===== src/rtl/matrix_result_uart_tx.sv =====
// 8N1 UART transmitter returning the systolic product matrix to the host, paced by the uart_rx oversample tick.
// Optional XOR checksum frame after the payload: define UART_TX_CHECKSUM_EN.
module matrix_result_uart_tx #(
  parameter int OVERSAMPLE  = 13,
  parameter int N_DATA_BITS = 8,
  parameter int WORD_WIDTH  = 32,
  parameter int N_WORDS     = 16,
  parameter int N_STOP_BITS = 1
) (
  input  logic                          i_clk,
  input  logic                          i_reset_n,
  input  logic                          i_en,
  input  logic                          i_start,
  input  logic [N_WORDS*WORD_WIDTH-1:0] i_matrix,
  output logic                          o_tx,
  output logic                          o_busy,
  output logic                          o_done
);

  localparam int MAT_W     = N_WORDS * WORD_WIDTH;
  localparam int N_PAYLOAD = MAT_W / N_DATA_BITS;
`ifdef UART_TX_CHECKSUM_EN
  localparam int N_FRAMES  = N_PAYLOAD + 1;
`else
  localparam int N_FRAMES  = N_PAYLOAD;
`endif
  localparam int TICK_W = (N_STOP_BITS * OVERSAMPLE > 1) ? $clog2(N_STOP_BITS * OVERSAMPLE) : 1;
  localparam int BIT_W  = (N_DATA_BITS > 1) ? $clog2(N_DATA_BITS) : 1;
  localparam int IDX_W  = (N_FRAMES > 1) ? $clog2(N_FRAMES) : 1;

  localparam logic [TICK_W-1:0] BIT_LAST   = TICK_W'(OVERSAMPLE - 1);
  localparam logic [TICK_W-1:0] STOP_LAST  = TICK_W'(N_STOP_BITS * OVERSAMPLE - 1);
  localparam logic [BIT_W-1:0]  DBIT_LAST  = BIT_W'(N_DATA_BITS - 1);
  localparam logic [IDX_W-1:0]  FRAME_LAST = IDX_W'(N_FRAMES - 1);

  typedef enum logic [1:0] {IDLE, START, DATA, STOP} state_t;

  state_t                   state;
  logic [TICK_W-1:0]        tick_cnt;
  logic [BIT_W-1:0]         bit_idx;
  logic [IDX_W-1:0]         byte_idx;
  logic [MAT_W-1:0]         shadow;
  logic [N_DATA_BITS-1:0]   shift_reg;
  logic [N_DATA_BITS-1:0]   cur_byte;

  // Shadow shifts down one byte per frame, so the next payload byte is always at the bottom.
`ifdef UART_TX_CHECKSUM_EN
  logic [N_DATA_BITS-1:0]   csum;
  always_comb cur_byte = (byte_idx == FRAME_LAST) ? csum : shadow[N_DATA_BITS-1:0];
`else
  assign cur_byte = shadow[N_DATA_BITS-1:0];
`endif

  always_ff @(posedge i_clk or negedge i_reset_n) begin
    if (!i_reset_n) begin
      state     <= IDLE;
      tick_cnt  <= '0;
      bit_idx   <= '0;
      byte_idx  <= '0;
      shadow    <= '0;
      shift_reg <= '0;
      o_tx      <= 1'b1;
      o_busy    <= 1'b0;
      o_done    <= 1'b0;
`ifdef UART_TX_CHECKSUM_EN
      csum      <= '0;
`endif
    end else begin
      o_done <= 1'b0;
      case (state)
        IDLE: begin
          // A coincident i_en is not counted toward the start bit.
          if (i_start) begin
            shadow   <= i_matrix;
            state    <= START;
            tick_cnt <= '0;
            bit_idx  <= '0;
            byte_idx <= '0;
            o_busy   <= 1'b1;
            o_tx     <= 1'b0;
`ifdef UART_TX_CHECKSUM_EN
            csum     <= '0;
`endif
          end
        end
        START: begin
          if (i_en) begin
            if (tick_cnt == BIT_LAST) begin
              tick_cnt  <= '0;
              bit_idx   <= '0;
              state     <= DATA;
              o_tx      <= cur_byte[0];
              shift_reg <= cur_byte >> 1;
              shadow    <= shadow >> N_DATA_BITS;
`ifdef UART_TX_CHECKSUM_EN
              if (byte_idx != FRAME_LAST) csum <= csum ^ cur_byte;
`endif
            end else begin
              tick_cnt <= tick_cnt + 1'b1;
            end
          end
        end
        DATA: begin
          if (i_en) begin
            if (tick_cnt == BIT_LAST) begin
              tick_cnt <= '0;
              if (bit_idx == DBIT_LAST) begin
                state <= STOP;
                o_tx  <= 1'b1;
              end else begin
                bit_idx   <= bit_idx + 1'b1;
                o_tx      <= shift_reg[0];
                shift_reg <= shift_reg >> 1;
              end
            end else begin
              tick_cnt <= tick_cnt + 1'b1;
            end
          end
        end
        STOP: begin
          if (i_en) begin
            if (tick_cnt == STOP_LAST) begin
              tick_cnt <= '0;
              if (byte_idx == FRAME_LAST) begin
                state    <= IDLE;
                byte_idx <= '0;
                o_busy   <= 1'b0;
                o_done   <= 1'b1;
              end else begin
                byte_idx <= byte_idx + 1'b1;
                state    <= START;
                o_tx     <= 1'b0;
              end
            end else begin
              tick_cnt <= tick_cnt + 1'b1;
            end
          end
        end
        default: state <= IDLE;
      endcase
    end
  end

endmodule


===== config.mk =====
export PLATFORM = sky130hd
export DESIGN_NAME = matrix_result_uart_tx
export DESIGN_NICKNAME = d
export VERILOG_FILES = /design/src/rtl/matrix_result_uart_tx.sv
export SDC_FILE = /design/constraint.sdc
export NUM_CORES = 1
export LEC_CHECK = 0
export ABC_AREA = 1
export ABC_CLOCK_PERIOD_IN_PS = 2100
export CORE_MARGIN = 5
export CORE_UTILIZATION = 50
export DETAILED_ROUTE_END_ITERATION = 10
export PLACE_DENSITY = 0.8
export SLEW_MARGIN = 10
export SYNTH_ARGS = -nofsm -noshare
export SYNTH_HDL_FRONTEND = slang
export SYNTH_SLANG_ARGS = --single-unit

===== constraint.sdc =====
create_clock -name i_clk -period 2.1 [get_ports i_clk]
set_input_delay 0.21 -clock i_clk [delete_from_list [all_inputs] [get_ports i_clk]]
set_output_delay 0.21 -clock i_clk [all_outputs]
set_load 0.01 [all_outputs]

==> metrics.md <==
| Metric | Value |
|---|---|
| FILL cells | `4514` |
| Synth cell count leaders | `nand2_1 (3063), dfrtp_1 (536), buf_2 (145)` |
| Distinct cells, synth | `22` |
| Psw | `22.20 mW` |
| Final Slew Violations | `0` |
| Mux cell area share after synthesis | `0%` |
| P_int | `29.67 mW` |
| Remaining Overflow, GRT | `0` |
| DR vias | `25490` |
| Final period utilization | `95.64%` |
| PwrDens | `1490 mW/mm2` |
| Initial DRT Pass Iterations | `6` |
| Crit. End Element | `flip-flop` |
| Status | `finished, final reports clean` |
| Seq pwr share | `34.6%` |
| Count of final setup violators | `0` |
| RSZ-0062 raised after global routing | `yes` |
| Final-stage net count | `4928` |
| Iter 0 DRT Violations | `2150` |
| Area growth syn-to-layout | `29.84%` |
| Min cycle time layout | `2.008 ns` |
| IO Port Bufs | `518` |
| Post-Syn Instances | `3974` |
| # rows | `84` |
| R2R Path Start | `state[1]` |
| Routed wire per std cell | `15.60 um` |
| Antenna-violating nets left | `0` |
| Hold Fails Final Rpt | `0` |
| # IOs | `519` |
| Starting Density | `50.72%` |
| H-tree depth | `2` |
| Largest register FFs | `512` |
| Clock input transition at the sequential cells of the worst setup and hold paths | `0.06 ns` |
| Kind of critical path | `reg -> reg` |
| Clk buf depth | `3` |
| Number of global-route vias before repair | `24760` |
| TritonCTS clock tree | `built` |
| HP Class | `in -> async` |
| Switching Share | `42.80%` |
| Post-Layout Cell Count | `5145` |
| Comb pwr share | `45.7%` |
| Core area | `0.05287 mm2` |
| Largest family of logic cells by synthesized area | `simple AND/OR/NAND/NOR gates` |
| FF-to-FF End | `shadow[250]` |
| Mapped Nets | `4499` |
| Post-synth EDFFs | `0` |
| Routed vias/inst | `4.954` |
| CTS Buf Count | `54` |
| Yosys warns | `0` |
| Synthesized cell area | `0.02681 mm2` |
| Sequential cell area fraction in the yosys report | `50.12%` |
| Clock Tree Root | `clkbuf_16` |
| Count leader, synth | `nand2_1` |
| Initial antenna violation count | `16` |
| RD Place Congestion | `0.8775` |
| Ys async rst share | `100.0%` |
| Flop2flop setup slack | `0.09 ns` |
| Crit path to | `shadow[250]` |
| Start point of the critical path | `state[1]` |
| Die height | `241.6 um` |
| Clk pwr share | `19.7%` |
| Compound-Gate Fraction of Synth Area | `1.036%` |
| Avg Inst Size Synth | `6.747 um2` |
| Top Layer Used | `met5` |
| Inst Count DP | `5030` |
| Cell Area, Placed | `0.03274 mm2` |
| Area share of and/or/nand/nor cells after synthesis | `43.67%` |
| Routed WL | `80250 um` |
| Reg2reg path depth | `8` |
| Cell type with the largest total area after synthesis | `dfrtp_1` |
| Synth top area cells | `dfrtp_1 (50%), nand2_1 (43%), buf_2 (2.7%)` |
| Met3 WL | `5317 um` |
| Peak supply drop | `0.001061 V` |
| Clk_skew | `0.01498 ns` |
| DRC Markers | `0` |
| Post-DP HPWL | `55090 um` |
| Met2 wire len | `39240 um` |
| Crit path max fanout | `92` |
| Critical path data required time | `2.63 ns` |
| CP Launch Type | `flip-flop` |
| Clk_lat worst skew | `0.60 ns` |
| Final instance area | `0.03481 mm2` |
| Largest net degree at the start of global routing | `179` |
| Post-synth top area share | `50.02%` |
| MaxCap Viol Count | `0` |
| Clock Sinks | `537` |
| Post-Synth Adder-Cell Area | `0.4200%` |
| Leakage power | `19.33 nW` |
| Multi-input logic area | `0.01215 mm2` |
| Share of cells above drive strength 1 | `4.071%` |
| Worst slew pin tran | `0.7879 ns` |
| Max-slew headroom | `47.47%` |
| Register Area | `0.01344 mm2` |
| Die area | `0.05836 mm2` |
| CP arrival | `2.53 ns` |
| Die width | `241.6 um` |
| Peak Freq | `497.9 MHz` |
| First-pass GRT wire length | `128000 um` |
| XOR/XNOR share of the synthesized area | `0.09799%` |
| Main synth FF type | `dfrtp_1` |
| Yosys reg bits | `537` |
| Total GRT Usage | `26.32%` |
| DRT met1 WL | `33480 um` |
==> cell type report <==
cell class                 count  area share, %
inverter                      32         0.3882
antenna                       11        0.07907
tap                          688          2.473
sequential                   537          38.60
clock inverter                23         0.8698
timing repair buffer         602          18.16
clock buffer                  76          4.525
multi-input combinational   3176          34.90
==> layer usage <==
metal	vias to the layer above	global-route usage, %
met1	11820	35.52
met3	133	4.689
met4	10	9.114
met5	-	0
li1	12720	-
met2	810	43.33
==> cells in the final DEF, fill, tap and decap left out, types with 2 or more instances in the layout <==
master	n
dfrtp_1	536
nand3_1	16
clkinvlp_4	2
clkbuf_8	12
bufinv_16	7
inv_1	30
clkbuf_16	58
ha_1	8
a21oi_1	7
diode_2	11
nand2_1	3062
buf_6	3
inv_8	2
buf_4	46
clkinv_2	12
buf_12	23
buf_16	7
nor2_1	23
xor2_1	3
buf_8	2
clkbuf_1	9
clkdlybuf4s50_1	517
o21ai_0	45
nand4_1	4
==> kinds of logic after synthesis <==
logic type | after synthesis
flops | 537
buf+inv | 261
xor+xnor | 3
compound gates | 55
simple gates | 3109
fa+ha+maj | 9
==> through the flow <==
step	power [mW]	TNS, ns	hold slack [ns]	utilization [%]	setup slack [ns]
after CTS	51.59	0	0.1420	65.51	0.008327
after floorplan	33.99	0	-0.08559	-	0.3700
after detailed placement	41.09	0	0.2083	61.93	0.02587
final	51.88	0	0.1586	65.85	0.09160
after global placement	40.37	0	0.2185	61.93	0.09585
after global routing	56.25	-0.1521	0.1809	65.85	-0.02324
==> repair_timing <==
item,4_1_cts,5_1_grt
endpoints found under the setup margin,1,342
hold buffers,1,0
resized for setup,1,13
buffers inserted,0,1
cloned,0,3
endpoints found under the hold margin,96,0
==> worst min-delay path by stage <==
stage / startpoint / end / slack (ns) / depth (start not counted)
after detailed placement: i_reset_n / shadow[495] / 0.21 / 1
after global routing: i_matrix[508] / shadow[508] / 0.18 / 3
after CTS: i_matrix[510] / shadow[510] / 0.14 / 3
after global placement: i_reset_n / shadow[491] / 0.22 / 1
final: i_reset_n / shadow[495] / 0.16 / 2
after floorplan: i_reset_n / bit_idx[0] / -0.09 / 0
==> worst max-delay path: stages (launching register included) <==
cell and delay (ns):
dfrtp_1 0.42, inv_1 0.13, ha_4 0.24, buf_12 0.37, buf_4 0.35, nand2_1 0.11
nand2_1 0.12, nand2_1 0.07, nand2_1 0.08
==> power groups by stage <==
| stage | combinational (mW) | clock [mW] | sequential, mW |
|---|---|---|---|
| 2_1_floorplan | 16.8 | 0 | 17.2 |
| 3_3_place_gp | 22.5 | 0 | 17.8 |
| 3_5_place_dp | 23.2 | 0 | 17.9 |
| 4_1_cts | 23.3 | 10.4 | 17.9 |
| 5_1_grt | 27.0 | 10.8 | 18.4 |
| 6_report | 23.7 | 10.2 | 18.0 |
Note: power is estimated with default switching activity, not from simulation.
